$ cat src/rtl/lsu_arb_pkg.sv
// Shared types and constants for the LSU arbiter: FSM states and the
// 16-lane vector word used on both the requester and LSU sides.
package lsu_arb_pkg;

   localparam int LANES  = 16;
   localparam int WORD_W = 16;

   typedef logic [WORD_W-1:0] lane_vec_t [LANES];

   typedef enum logic [1:0] {
      IDLE  = 2'b00,
      WRITE = 2'b01,
      READ  = 2'b10,
      RESP  = 2'b11
   } state_t;

endpackage

$ cat src/rtl/rr_picker.sv
// Combinational round-robin picker: first asserted request at or after ptr,
// wrapping modulo NREQ.
module rr_picker #(
   parameter int NREQ = 2,
   parameter int PW   = $clog2(NREQ)
) (
   input  logic [NREQ-1:0] req,
   input  logic [PW-1:0]   ptr,
   output logic [PW-1:0]   grant,
   output logic            any_req
);

   localparam logic [PW:0] NREQ_W = (PW+1)'(NREQ);

   logic [PW:0] idx;

   // Walk offsets from the farthest down to zero so the closest hit to ptr wins.
   always_comb begin
      grant   = '0;
      any_req = 1'b0;
      idx     = '0;
      for (int i = NREQ-1; i >= 0; i--) begin
         idx = {1'b0, ptr} + (PW+1)'(i);
         if (idx >= NREQ_W) begin
            idx = idx - NREQ_W;
         end
         if (req[idx[PW-1:0]]) begin
            grant   = idx[PW-1:0];
            any_req = 1'b1;
         end
      end
   end

endmodule

$ cat src/rtl/lsu_arbiter.sv
// Round-robin arbiter sharing one vector LSU among NREQ requesters; runs one
// write or read at a time, acks with a one-cycle pulse, and aborts stalled accesses.
module lsu_arbiter
   import lsu_arb_pkg::*;
#(
   parameter int NREQ    = 2,
   parameter int TIMEOUT = 1024
) (
   input  logic                         clk,
   input  logic                         reset,
   input  logic [NREQ-1:0]              req_i,
   input  logic [NREQ-1:0]              we_i,
   input  logic [NREQ-1:0]              vec_i,
   input  logic [NREQ-1:0][31:0]        addr_i,
   input  logic [NREQ-1:0][WORD_W-1:0]  wdata_i,
   input  lane_vec_t                    wvec_i [NREQ],
   output logic [NREQ-1:0]              ack_o,
   output logic [NREQ-1:0]              err_o,
   output logic [WORD_W-1:0]            rdata_o,
   output lane_vec_t                    rvec_o,
   output logic [31:0]                  address,
   output logic                         memWriteM,
   output logic                         memtoRegW,
   output logic                         memSrcM,
   output logic [WORD_W-1:0]            data_in,
   output lane_vec_t                    data_in_vec,
   input  logic [WORD_W-1:0]            data_out,
   input  lane_vec_t                    data_out_vec,
   input  logic                         write_done,
   input  logic                         data_ready
);

   localparam int          PW       = $clog2(NREQ);
   localparam int          CW       = (TIMEOUT > 1) ? $clog2(TIMEOUT) : 1;
   localparam bit          WD_EN    = (TIMEOUT > 0);
   localparam logic [CW-1:0] CNT_LAST = WD_EN ? CW'(TIMEOUT - 1) : '0;
   localparam logic [PW:0] NREQ_W   = (PW+1)'(NREQ);

   state_t              state_reg, state_next;
   logic [PW-1:0]       pick_idx;
   logic                any_req;
   logic [PW-1:0]       grant_reg, rr_reg, rr_wrap;
   logic [PW:0]         rr_sum;
   logic                vec_reg, abort_reg;
   logic [31:0]         addr_reg;
   logic [WORD_W-1:0]   wdata_reg, rdata_reg;
   lane_vec_t           wvec_reg, rvec_reg;
   logic [CW-1:0]       cnt_reg;
   logic                active, wd_expired;
   logic                load_cmd, capture_rd, timeout_hit;

   rr_picker #(.NREQ(NREQ), .PW(PW)) u_picker (
      .req     (req_i),
      .ptr     (rr_reg),
      .grant   (pick_idx),
      .any_req (any_req)
   );

   assign active     = (state_reg == WRITE) || (state_reg == READ);
   assign wd_expired = WD_EN && (cnt_reg == CNT_LAST);
   assign rr_sum     = {1'b0, grant_reg} + (PW+1)'(1);
   assign rr_wrap    = (rr_sum == NREQ_W) ? '0 : rr_sum[PW-1:0];

   always_ff @(posedge clk or negedge reset) begin
      if (!reset) begin
         state_reg <= IDLE;
      end else begin
         state_reg <= state_next;
      end
   end

   // A completion in the same cycle as the watchdog expiry takes priority.
   always_comb begin
      state_next  = state_reg;
      load_cmd    = 1'b0;
      capture_rd  = 1'b0;
      timeout_hit = 1'b0;
      case (state_reg)
         IDLE: begin
            if (any_req) begin
               load_cmd   = 1'b1;
               state_next = we_i[pick_idx] ? WRITE : READ;
            end
         end
         WRITE: begin
            if (write_done) begin
               state_next = RESP;
            end else if (wd_expired) begin
               timeout_hit = 1'b1;
               state_next  = RESP;
            end
         end
         READ: begin
            if (data_ready) begin
               capture_rd = 1'b1;
               state_next = RESP;
            end else if (wd_expired) begin
               timeout_hit = 1'b1;
               state_next  = RESP;
            end
         end
         RESP:    state_next = IDLE;
         default: state_next = IDLE;
      endcase
   end

   always_ff @(posedge clk or negedge reset) begin
      if (!reset) begin
         grant_reg <= '0;
         rr_reg    <= '0;
         vec_reg   <= 1'b0;
         addr_reg  <= '0;
         wdata_reg <= '0;
         cnt_reg   <= '0;
         abort_reg <= 1'b0;
         rdata_reg <= '0;
         for (int l = 0; l < LANES; l++) begin
            wvec_reg[l] <= '0;
            rvec_reg[l] <= '0;
         end
      end else begin
         if (load_cmd) begin
            grant_reg <= pick_idx;
            vec_reg   <= vec_i[pick_idx];
            addr_reg  <= addr_i[pick_idx];
            wdata_reg <= wdata_i[pick_idx];
            wvec_reg  <= wvec_i[pick_idx];
            cnt_reg   <= '0;
            abort_reg <= 1'b0;
         end else if (active) begin
            cnt_reg <= cnt_reg + CW'(1);
         end
         if (timeout_hit) begin
            abort_reg <= 1'b1;
         end
         if (capture_rd) begin
            rdata_reg <= data_out;
            rvec_reg  <= data_out_vec;
         end
         if (state_reg == RESP) begin
            rr_reg <= rr_wrap;
         end
      end
   end

   // LSU-facing outputs are pure decodes of state and latched command.
   assign memWriteM = (state_reg == WRITE);
   assign memtoRegW = (state_reg == READ);
   assign memSrcM   = active & vec_reg;
   assign address   = active ? addr_reg : '0;
   assign data_in   = (state_reg == WRITE) ? wdata_reg : '0;
   assign rdata_o   = rdata_reg;

   generate
      for (genvar gi = 0; gi < LANES; gi++) begin : g_lane
         assign data_in_vec[gi] = (state_reg == WRITE) ? wvec_reg[gi] : '0;
         assign rvec_o[gi]      = rvec_reg[gi];
      end
      for (genvar gi = 0; gi < NREQ; gi++) begin : g_req
         assign ack_o[gi] = (state_reg == RESP) && (grant_reg == PW'(gi));
         assign err_o[gi] = ack_o[gi] & abort_reg;
      end
   endgenerate

endmodule

$ cat config.mk
export PLATFORM = sky130hd
export DESIGN_NAME = lsu_arbiter
export DESIGN_NICKNAME = d
export VERILOG_FILES = /design/src/rtl/lsu_arb_pkg.sv /design/src/rtl/rr_picker.sv /design/src/rtl/lsu_arbiter.sv
export SDC_FILE = /design/constraint.sdc
export NUM_CORES = 1
export LEC_CHECK = 0
export CORE_AREA = 2 2 566 568
export DETAILED_ROUTE_END_ITERATION = 8
export DIE_AREA = 0 0 568 570
export HOLD_SLACK_MARGIN = 0.08
export PLACE_DENSITY_LB_ADDON = 0.1
export SYNTH_ARGS = -nofsm -noshare
export SYNTH_HDL_FRONTEND = slang
export SYNTH_SLANG_ARGS = --single-unit
$ cat constraint.sdc
create_clock -name clk -period 2 [get_ports clk]
set_input_delay 0.4 -clock clk [delete_from_list [all_inputs] [get_ports clk]]
set_output_delay 0.4 -clock clk [all_outputs]
set_load 0.02 [all_outputs]
Yosys cells after proc, flatten, opt, wreduce, memory -nomap -nowiden
Index checks and enable logic that the tools add are counted.
{"block": "op_classes", "bitwise": 5, "reduce_logical": 6, "eq_ne": 6, "magnitude_cmp": 6, "mux": 58, "addsub": 5}
{"op": "2-to-1 mux 256 bit", "count": 3}
{"op": "2-to-1 mux 16 bit", "count": 19}
{"op": "2-to-1 mux 32 bit", "count": 3}
{"op": "2-to-1 mux 1 bit", "count": 24}
{"op": "2-to-1 mux 10 bit", "count": 2}
{"op": "adder 10 x 1 -> 10 bit, second input constant", "count": 1}
{"op": "== test 10 bit, second input constant", "count": 1}
{"op": "2-to-1 mux 2 bit", "count": 5}
{"op": "case mux 2 bit (4 select lines)", "count": 1}
{"op": "== test 2 bit, second input constant", "count": 3}
{"op": "less-than comparator 1 x 2 -> 1 bit, second input constant", "count": 3}
{"op": "adder 1 x 1 -> 2 bit, second input constant", "count": 2}
{"op": ">= comparator 2 bit, second input constant", "count": 2}
{"op": "nonzero test 2 bit", "count": 2}
{"op": "AND 1 bit", "count": 3}
{"op": "== test 2 x 1 -> 1 bit, second input constant", "count": 1}
{"op": ">= comparator 1 x 2 -> 1 bit, second input constant", "count": 1}
{"op": "logical AND 1 bit", "count": 2}
{"op": "zero test 2 bit", "count": 1}
{"op": "!= test 2 bit, second input constant", "count": 1}
{"op": "NOT 1 -> 2 bit", "count": 1}
{"op": "case mux 1 bit (2 select lines)", "count": 1}
{"op": "subtractor 1 bit, second input constant", "count": 2}
{"op": "logical OR 1 bit", "count": 1}
{"op": "NOT 1 bit", "count": 1}
{"block": "totals", "inputBits": 890, "word_cells": 127, "register_bits": 592, "out_inout_bits": 583}

Depth between registers and ports, before layout
{"block": "logic_depth", "depth_word": 12, "ltp_mapped": 8, "depth_no_buf": 6}

Hierarchy
A second synthesis with hierarchy kept.
{"block": "hier_totals", "cells_unflattened": 2333, "hier_area_um2": 27298.7}
{"module": "lsu_arbiter", "seq_area_each_um2": 14814.2, "instances": 1, "cells_each": 2330, "area_per_inst_um2": 27281.2}
{"module": "rr_picker", "seq_area_each_um2": 0.0, "instances": 1, "cells_each": 3, "area_per_inst_um2": 17.5}

Least setup slack after synthesis
No wires, ideal clock.
{"block": "synth_timing", "path_kind": "register to output", "from": "reg state_reg[1]", "to": "out data_in_vec[100] (netlist name)", "n_path_buf": 2, "stages_incl_launch_ff": 6, "required_ns": 1.600, "arrival_time_ns": 1.604, "path_slack_ns": -0.004, "path_cell_list": "dfrtp_1 > inv_1 > ha_1 > clkbuf_1 > clkbuf_1 > and2_1"}
{"element": "start: declaration", "line": "lsu_arbiter.sv:39", "source": "state_t state_reg, state_next;"}
{"element": "start signal: assignment", "line": "lsu_arbiter.sv:68", "source": "state_reg <= state_next;"}
{"element": "end: declaration", "line": "lsu_arbiter.sv:26", "source": "output lane_vec_t data_in_vec,"}

==> key figures <==
Power and ir drop
  • Sequential group share of total power: between 20% and 30%
  • Worst vdd ir: just under 0.0006 V
  • Comb power frac: 51.3%
  • Pint: approximately 47 mW
  • Sw power: 31.69 mW
  • Sw Ratio: around two fifths
  • P_leak: 22.38 nW
  • Clock power frac: 20.2%
  • Power Density: 1488 nW/um^2

Routing
  • Via count: between 20000 and 25000
  • WL/cell: 24.96 microns
  • Vias per cell: 2.969
  • Pre-antenna DRT Iters: 7
  • Final WL: a little over 200000 microns
  • DRT iter0 DRCs: 931
  • Routed Antenna Nets: 0
  • Drt drc: 0

Timing
  • Clk_skew: 0.03798 ns
  • Total negative slack: -233.71 ns
  • Post-layout min period: 2.696 ns
  • Final period util: 134.8%
  • Setup violators final: 585
  • Max Slew Vio Count: 0
  • Slew HR: about three fifths
  • Fmax: around 370 MHz
  • Final Hold Fails: 0
  • RSZ-0062 raised after global routing: yes
  • Final setup margin: -0.6956 ns
  • Slew @ Worst Pin: 0.6180 ns

Floorplanning
  • Row count: 207
  • Horiz. Die Dim: between 500 and 600 microns
  • Die ar.: 323800 sq um
  • Initial Util: 8.578%
  • CORE AREA: 317300 sq um
  • Top Ports: 1473
  • Die H: 570 microns

Synth
  • Synthesized Nets: 3225
  • Synth area leaders: dfrtp_1 54%, mux2i_1 11%, mux2_2 11%
  • Yosys warning total: 0
  • Largest area contributor in the netlist: dfrtp_1
  • Post-synthesis sequential area ratio: 54.43%
  • Main flop type after synthesis: dfrtp_1
  • Area share of the largest cell type after synthesis: 54.43%
  • Post-synth EDFFs: 0
  • #FFs+latches synth: 592
  • Gate Count Post-Synth: 2327
  • Synth Area per Inst: 11.70 sq um
  • Area of the mapped netlist: approximately 27000 sq um
  • Fraction of registers with async set or reset after synthesis: 100.0%
  • Yosys cell types: 42

Global route
  • Total track usage: 12.23%
  • First-pass GRT wire length: about 270000 microns
  • Number of global-route vias before repair: 25990
  • Largest net degree at the start of global routing: 77
  • Initial antenna violation count: 108
  • Remaining Overflow, GRT: 0

Worst setup path
  • Critical path endpoint category: output pin
  • CP Class: reg -> out
  • Startpoint types: register
  • Req. time, crit path: approximately 1.6 ns
  • Crit path DAT: 2.30 ns
  • Crit-path max FO: 14

Clock network
  • CTS root buffer: clkbuf_16
  • Clock latency on the worst-skew pair: 0.79 ns
  • Clock H-tree levels: 3
  • Clock Tree Buf Depth: 4
  • TritonCTS sink count: 592
  • CTS tree: yes
  • CTS clk-pin slew, worst paths: 0.05 ns
  • TritonCTS Buffers: 94

Run status
  • Status: finished with violations
  • Violated checks: setup timing

Place
  • Placer Congestion: 0.7795
  • Port Buffers: ~1500
  • Dpl hpwl: around 170000 microns
  • Pre-CTS WS: -0.4871 ns

Run
  • Max-Cap Viols: 0

Cells and area
  • Share of cells above drive strength 1: between 20% and 30%
  • Fin nets: 4935
  • Area growth syn-to-layout: 95.58%

Min path
  • Worst Hold Class: in -> reg
==> synthesized netlist by cell type, types with 5 or more instances <==
master	instances
buf_2	61
o21ai_1	250
and2_1	307
dfrtp_1	592
xor2_1	5
nor2_1	12
buf_12	22
mux2i_1	306
buf_4	9
clkbuf_1	51
clkbuf_2	16
inv_1	6
ha_1	8
mux2_2	272
buf_8	6
nand2_1	310
nand4_1	6
o21ai_0	59
==> repair_timing <==
action	in CTS	in global routing
setup endpoints to repair	845	844
gates resized for setup	612	624
gates cloned	6	13
buffers inserted	14	28
pin swaps	1	1
hold endpoints to repair	403	0
hold buffers	3	0
==> metal layers <==
layer / vias to the layer above / wire length, microns / track usage, % / share of wire (%)
met2: 1095 / 97890 / 20.61 / 47
met4: 54 / 4094 / 2.472 / 2.0
met1: 11870 / 84470 / 14.23 / 41
met3: 248 / 20720 / 5.414 / 10
li1: 11420 / - / - / -
met5: - / 343 / 0 / 0.17
==> area by class of cell <==
class | instances | area [sq um]
clock buffer | 147 | 2701
antenna | 36 | 90.09
timing repair buffer | 1780 | 18640
tap | 4180 | 5230
fill | 35310 | 264000
inverter | 6 | 22.52
multi-input combinational | 1563 | 11600
sequential | 592 | 14820
clock inverter | 10 | 127.6
==> worst max-delay path, cell delays in order (launching register included) <==
cell,delay [ns]
dfrtp_1,0.38
inv_2,0.09
ha_4,0.17
buf_12,0.15
buf_16,0.14
buf_16,0.16
buf_12,0.13
and2_1,0.15
buf_6,0.12
==> cells in the final DEF (no fill, tap or decap), drive strengths merged, types with 2 or more instances in the layout <==
cell type / instances
nand2: 311
mux2: 272
nand4: 6
dlygate4sd3: 3
and3: 3
clkdlybuf4s50: 1160
xor2: 5
diode: 36
nor2: 12
clkinv: 3
clkinvlp: 3
buf: 599
o21ai: 310
mux2i: 306
clkdlybuf4s15: 6
ha: 8
dfrtp: 592
inv: 9
xnor2: 3
a21oi: 2
and2: 308
clkbuf: 159
==> final timing paths <==
path / cells past startpoint / start / slack, ns / endpoint
max: 8 / state_reg[1]$_DFFE_PN0P_ / -0.70 / data_in_vec[227]
max reg2reg: 7 / state_reg[0]$_DFFE_PN0P_ / -0.01 / rvec_o[217]$_DFFE_PN0P_
min in group asynchronous: 3 / reset / 0.71 / rvec_o[64]$_DFFE_PN0P_
max in group asynchronous: 4 / reset / 0.11 / rvec_o[9]$_DFFE_PN0P_
min reg2reg: 2 / vec_reg$_DFFE_PN0P_ / 0.48 / vec_reg$_DFFE_PN0P_
min: 2 / data_out_vec[36] / 0.22 / rvec_o[36]$_DFFE_PN0P_
==> cells by family after synthesis <==
family                     count (synthesis)  synth area share, %
and+or+nand+nor                          649                12.01
xor gates and xnor gates                   8               0.2575
buffers and inverters                    172                4.413
muxes                                    578                22.51
adders and majority gates                  8               0.3678
DFF                                      592                54.43
AOI/OAI and AO/OA                        320                6.009
==> metrics by stage <==
stage / utilization [%] / cells / power, mW / area, sq um / hold WS (ns)
floorplan: - / 2327 / 38.23 / 27220 / 0.1044
global placement: 15.39 / 8058 / 61.12 / 48820 / 0.3080
detailed placement: 15.39 / 8058 / 60.99 / 48820 / 0.3104
CTS: 16.44 / 8238 / 78.95 / 52180 / 0.1056
global route: 16.75 / 8283 / 84.27 / 53150 / 0.1539
finish: 16.78 / 8314 / 79.19 / 53230 / 0.2202
==> power groups by stage <==
| stage | Sequential, mW | Combinational [mW] | Clock (mW) |
|---|---|---|---|
| floorplan | 23.9 | 14.3 | 0 |
| global placement | 22.9 | 38.2 | 0 |
| detailed placement | 22.8 | 38.2 | 0 |
| CTS | 22.7 | 39.3 | 17.0 |
| global route | 23.4 | 43.6 | 17.3 |
| finish | 22.5 | 40.6 | 16.0 |
Note: power is estimated with default switching activity, not from simulation.
